===== src/rtl/encrypt_pipe_ctrl_pkg.sv =====
// encrypt_config: shared types and limits for the encrypt pipeline controller.
package encrypt_config;

   typedef enum logic [1:0] {
      IDLE  = 2'd0,
      LOAD  = 2'd1,
      RUN   = 2'd2,
      DRAIN = 2'd3
   } ctrl_state_t;

   typedef struct packed {
      logic [7:0] k1;
      logic [7:0] k2;
      logic [7:0] k3;
   } key_set_t;

   // Upper bound on CREDITS; the in-flight counter is 4 bits wide.
   localparam int CTRL_CREDITS_MAX = 15;

endpackage


===== src/rtl/encrypt_pipe_ctrl_credit_cnt.sv =====
// encrypt_credit_cnt: up/down saturating in-flight byte counter.
// A decrement while empty is dropped and latched into err_sticky.
module encrypt_credit_cnt
   import encrypt_config::*;
#(
   parameter int MAX = 4
)
(
   input  logic       clk,
   input  logic       rst,
   input  logic       inc,
   input  logic       dec,
   output logic [3:0] cnt
);

   localparam logic [3:0] MAX4 = 4'(MAX);

   logic inc_ok;
   logic dec_ok;
   logic err_sticky;

   assign inc_ok = inc && (cnt < MAX4);
   assign dec_ok = dec && (cnt != 4'd0);

   // Count issues up and sink pops down; simultaneous inc/dec holds.
   always_ff @(posedge clk or negedge rst) begin
      if (!rst) begin
         cnt        <= 4'd0;
         err_sticky <= 1'b0;
      end else begin
         err_sticky <= err_sticky | (dec && !dec_ok);
         case ({inc_ok, dec_ok})
            2'b10:   cnt <= cnt + 4'd1;
            2'b01:   cnt <= cnt - 4'd1;
            default: cnt <= cnt;
         endcase
      end
   end

endmodule


===== src/rtl/encrypt_pipe_ctrl.sv =====
// encrypt_pipe_ctrl: sequencing controller in front of the encrypt pipeline.
// Accepts bytes over valid/ready, issues them with the active key set and
// limits in-flight bytes with credits returned by the downstream sink.
// Optional: ENCRYPT_CTRL_ROT_EN enables key rotation and shift_amt toggling.
module encrypt_pipe_ctrl
   import encrypt_config::*;
#(
   parameter int CREDITS    = 4,
   parameter int PIPE_DEPTH = 2
)
(
   input  logic       clk,
   input  logic       rst,
   input  logic       cfg_load,
   input  logic [7:0] cfg_k1,
   input  logic [7:0] cfg_k2,
   input  logic [7:0] cfg_k3,
   input  logic [2:0] cfg_rot_freq,
   input  logic       cfg_mode,
   input  logic       stop,
   input  logic       in_valid,
   input  logic [7:0] in_data,
   output logic       in_ready,
   output logic       pipe_en,
   output logic [7:0] pipe_din,
   output logic [7:0] pipe_k1,
   output logic [7:0] pipe_k2,
   output logic [7:0] pipe_k3,
   output logic [2:0] pipe_rot_freq,
   output logic       pipe_mode,
   output logic       pipe_shift_en,
   output logic       pipe_shift_amt,
   input  logic       pipe_en_out,
   input  logic       out_pop,
   output logic       busy,
   output logic [3:0] credits_avail
);

   localparam logic [3:0] CRED4 = 4'(CREDITS);

   ctrl_state_t           state, state_nx;
   key_set_t              keys;
   key_set_t              pipe_k;
   logic [3:0]            in_flight;
   logic [PIPE_DEPTH-1:0] en_hist;
   logic                  xfer;
   logic                  load_acc;
   logic                  drained;

   assign credits_avail = CRED4 - in_flight;
   assign in_ready      = (state == RUN) && (credits_avail != 4'd0);
   assign xfer          = in_valid && in_ready;
   assign load_acc      = (state == IDLE) && cfg_load;
   assign busy          = (state != IDLE);
   assign pipe_shift_en = pipe_mode && ((state == RUN) || (state == DRAIN));
   assign pipe_k1       = pipe_k.k1;
   assign pipe_k2       = pipe_k.k2;
   assign pipe_k3       = pipe_k.k3;

   // Drain is complete once the sink has popped everything and no issue is
   // still travelling through the pipeline window.
   assign drained = (in_flight == 4'd0) && !pipe_en && (en_hist == '0) && !pipe_en_out;

   encrypt_credit_cnt #(.MAX(CREDITS)) u_credit (
      .clk (clk),
      .rst (rst),
      .inc (xfer),
      .dec (out_pop),
      .cnt (in_flight)
   );

   // State register.
   always_ff @(posedge clk or negedge rst) begin
      if (!rst) state <= IDLE;
      else      state <= state_nx;
   end

   // Next-state: cfg_load only honoured in IDLE, stop only in RUN.
   always_comb begin
      state_nx = state;
      unique case (state)
         IDLE:    if (cfg_load) state_nx = LOAD;
         LOAD:    state_nx = RUN;
         RUN:     if (stop) state_nx = DRAIN;
         DRAIN:   if (drained) state_nx = IDLE;
         default: state_nx = IDLE;
      endcase
   end

   // Session configuration latched on the accepted cfg_load edge.
   always_ff @(posedge clk or negedge rst) begin
      if (!rst) begin
         pipe_rot_freq <= 3'd0;
         pipe_mode     <= 1'b0;
      end else if (load_acc) begin
         pipe_rot_freq <= cfg_rot_freq;
         pipe_mode     <= cfg_mode;
      end
   end

`ifdef ENCRYPT_CTRL_ROT_EN
   logic [2:0] rot_cnt;
   logic       shift_q;
   logic       rot_hit;

   assign rot_hit = (rot_cnt == pipe_rot_freq);

   // Rotation counter and shift phase; the issued shift_amt is sampled
   // before the toggle so the triggering byte keeps the old phase.
   always_ff @(posedge clk or negedge rst) begin
      if (!rst) begin
         rot_cnt        <= 3'd0;
         shift_q        <= 1'b0;
         pipe_shift_amt <= 1'b0;
      end else begin
         if (state == LOAD) begin
            rot_cnt <= 3'd0;
            shift_q <= 1'b0;
         end else if (xfer) begin
            rot_cnt <= rot_hit ? 3'd0 : rot_cnt + 3'd1;
            if (rot_hit) shift_q <= ~shift_q;
         end
         if (xfer) pipe_shift_amt <= shift_q;
      end
   end
`else
   assign pipe_shift_amt = 1'b0;
`endif

   // Working key set: loaded from cfg, rotated on the triggering transfer.
   always_ff @(posedge clk or negedge rst) begin
      if (!rst)          keys <= '0;
      else if (load_acc) keys <= {cfg_k1, cfg_k2, cfg_k3};
`ifdef ENCRYPT_CTRL_ROT_EN
      else if (xfer && rot_hit) keys <= {keys.k2, keys.k3, keys.k1};
`endif
   end

   // Issue stage: byte and the keys it was accepted under go out together.
   always_ff @(posedge clk or negedge rst) begin
      if (!rst) begin
         pipe_en  <= 1'b0;
         pipe_din <= 8'd0;
         pipe_k   <= '0;
      end else begin
         pipe_en <= xfer;
         if (xfer) pipe_din <= in_data;
         if (load_acc)  pipe_k <= {cfg_k1, cfg_k2, cfg_k3};
         else if (xfer) pipe_k <= keys;
      end
   end

   // History of recent issues covering the pipeline latency.
   always_ff @(posedge clk or negedge rst) begin
      if (!rst) en_hist <= '0;
      else      en_hist <= (en_hist << 1) | PIPE_DEPTH'(pipe_en);
   end

endmodule


===== config.mk =====
export PLATFORM = sky130hd
export DESIGN_NAME = encrypt_pipe_ctrl
export DESIGN_NICKNAME = d
export VERILOG_FILES = /design/src/rtl/encrypt_pipe_ctrl_pkg.sv /design/src/rtl/encrypt_pipe_ctrl_credit_cnt.sv /design/src/rtl/encrypt_pipe_ctrl.sv
export SDC_FILE = /design/constraint.sdc
export NUM_CORES = 1
export LEC_CHECK = 0
export ABC_AREA = 1
export CORE_MARGIN = 2
export CORE_UTILIZATION = 30
export DETAILED_ROUTE_END_ITERATION = 16
export PLACE_DENSITY = 0.65
export SLEW_MARGIN = 20
export SYNTH_ARGS = -nofsm -noshare
export SYNTH_HDL_FRONTEND = slang
export SYNTH_HIERARCHICAL = 1
export SYNTH_SLANG_ARGS = --single-unit

===== constraint.sdc =====
create_clock -name clk -period 3.1 [get_ports clk]
set_input_delay 0.31 -clock clk [delete_from_list [all_inputs] [get_ports clk]]
set_output_delay 0.31 -clock clk [all_outputs]
set_load 0.01 [all_outputs]

==> metrics.yaml <==
status: "complete, no violations"
finalCritPeriodShare_pct: 85.02
dr.pass1.iters: 4
setup_tns_ns: 0
worstSetupPathType: "reg2reg"
syn_nets: 341
die_w_um: 103.9
rows: 36
ir_drop_v: 0.0003497
avgSynthCellArea_sq_um: 10.36
clk_latency_ns: 0.34
area_growth_pct: 39.07
fmax_mhz: 379.4
ant_nets: 0
period_needed_ns: 2.636
grt_overflow: 0
grt_max_degree: 70
ctsHoldBuffers: 0
fillers: 969
multiInputGateArea_sq_um: 1110
drc_errors: 0
postCtsSetupBuffers: 0
grt_pass1_wl_um: 11100
path_clk_slew_ns: 0.08
setup_ws_ns: 0.4644
yosysTopAreaCell: "dfrtp_1"
yosys_warnings: 6
io_pins: 88
skew_ns: 0.01129
ys_seq_area_share_pct: 57.67
viasPerCell: 4.384
fin_cells: 515
drtIter0Drc: 63
crit_chain: "inv_1, ha_1, inv_1, nand2_1, nand2_2, nor2_2, nand3_2, nand3_4, inv_2, nand3_1, ha_1, nand2_1, inv_1, nor2_2, ha_1, a21oi_1, or2_1, a31oi_1"
grt_use_total_pct: 12.64
drt-total-wl_um: 6438
rr_worst_depth: 18
wl_per_cell_um: 12.50
ys_types: 26
grt_pass1_vias: 2339
cp.arrival_ns: 2.89
setup_violations: 0
antenna_found_initial: 0
rsz0062_at_grt: "no"
numCtsBuffers: 9
relSlewSlack_pct: 42.87
synthTopCellsByArea: "dfrtp_1, nand2_1, mux2_2"
place.gp.congestion: 0.7193
end_kind: "register"
ys_ff_latch: 69
slowest_delay_ns: 0.46
slowest_stage: "dfrtp_1"
hp-class: "in2async"
yosys.area.top_type_share_pct: 57.67
ctsResizeCount: 0
cp-start-kind: "register"
initial_core_util_pct: 30.77
clk_path_buf_depth: 2
htreeDepth: 3
p_per_area_nw_per_um2: 1031
root_buffer: "clkbuf_8"
antennaDiodeCount: 0
final_nets: 429
syn_inst: 289
final_max_slew_viol_count: 0
dieArea_sq_um: 10800
dp.cells: 499
hold_viol_final: 0
pre_cts_ws_ns: 0.4708
port_buffers: 86
cts_tree: "yes"
maxCapViolCount: 0
tightestPinTransition_ns: 0.8570
cp_data_required_time_ns: 3.35
cts.sinks: 69
p_total_mw: 4.292
dp_hpwl_um: 4370
worstPathMaxFanout: 10
drive_gt1_share_pct: 15.45
p_leak_nw: 1.970
register_area_sq_um: 1727
dr_total_vias: 2258
die-height_um: 103.9
core_sq_um: 9729
netlist_area_sq_um: 2994
==> cell usage after synthesis, drive strengths merged <==
cell,number
a21oi,1
a31oi,2
buf,10
clkbuf,1
conb,1
dfrtp,69
ha,9
inv,20
mux2,28
nand2,98
nand3,32
nand3b,1
nor2,8
o21a,1
o21ai,4
or2,2
xnor2,2
==> final timing paths <==
path                            slack, ns             from              end
worst max-delay path                 0.46  u_credit/cnt[0]  u_credit/cnt[2]
min in group clk                     0.38       en_hist[0]       en_hist[1]
worst min register to register       0.38       en_hist[0]       en_hist[1]
max in group asynchronous            2.47              rst       pipe_k2[2]
worst min-delay path                 0.09              rst         state[0]
worst max register to register       0.46  u_credit/cnt[0]  u_credit/cnt[2]
==> per-stage QoR <==
| step | util [%] | instance area, sq um | hold slack [ns] |
|---|---|---|---|
| 2_1_floorplan | - | 2994 | 0.01441 |
| 3_3_place_gp | 40.74 | 3964 | 0.3680 |
| 3_5_place_dp | 40.74 | 3964 | 0.3701 |
| 4_1_cts | 42.80 | 4164 | 0.1165 |
| 5_1_grt | 42.80 | 4164 | 0.1550 |
| 6_report | 42.80 | 4164 | 0.08868 |
==> flip-flops by register name (all words and copies together), names as in the netlist <==
signal         flops
pipe_mode          1
pipe_k1            8
pipe_en            1
state              2
pipe_k2            8
u_credit/cnt       4
en_hist            2
pipe_k3            8
pipe_din           8
pipe_rot_freq      3
keys              24
==> placed cells by master (no fill, tap or decap), drive strengths merged <==
cell	n
ha	9
xnor2	2
o21ai	4
buf	3
bufinv	1
nand2	98
nand3	32
a21oi	1
conb	1
clkinvlp	2
a31oi	2
mux2	28
o21a	1
or2	2
clkbuf	9
clkdlybuf4s50	85
nor2	8
inv	20
nand3b	1
clkinv	4
dfrtp	69
==> critical path: cells and delay by family, from the launching register on <==
family                   cells  cell delay (ns)
AND/OR/NAND/NOR              9             0.88
adder cells (fa/ha/maj)      3             0.64
flip-flops                   1             0.46
buffers and inverters        4             0.40
AO/OA/AOI/OAI                2             0.17
==> cells by family (layout without fill, tap and decap cells) <==
kind of cell	after synthesis	after routing	share of synthesized area (%)
AOI/OAI and AO/OA	8	8	1.504
other	1	1	0.1252
and+or+nand+nor	141	141	20.56
buffers and inverters	31	124	5.265
adders and majority gates	9	9	3.761
muxes	28	28	10.53
xor gates and xnor gates	2	2	0.5851
DFF	69	69	57.67
==> area by class of cell <==
class	instances	area share [%]
flip-flops and latches	69	41.47
multi-input cells	189	26.65
repair buffers	88	21.27
well taps	133	3.996
clock buffers	9	2.975
clock inverters	7	1.833
inverters	20	1.803
==> per-layer routing <==
layer  up-vias  global-route usage, %  wire (um)
met2        54                  21.29       3068
met5         -                      0          0
met1      1100                  15.30       2963
met3         7                  4.386        339
li1       1097                      -          -
met4         0                  3.764         66
==> power breakdown <==
group | internal [mW] | switching (mW) | leakage [nW]
clock network | 0.374 | 0.361 | 0.0954
registers | 1.34 | 0.224 | 0.842
logic | 1.04 | 0.957 | 1.03
total | 2.75 | 1.54 | 1.97
Note: power is estimated with default switching activity, not from simulation.
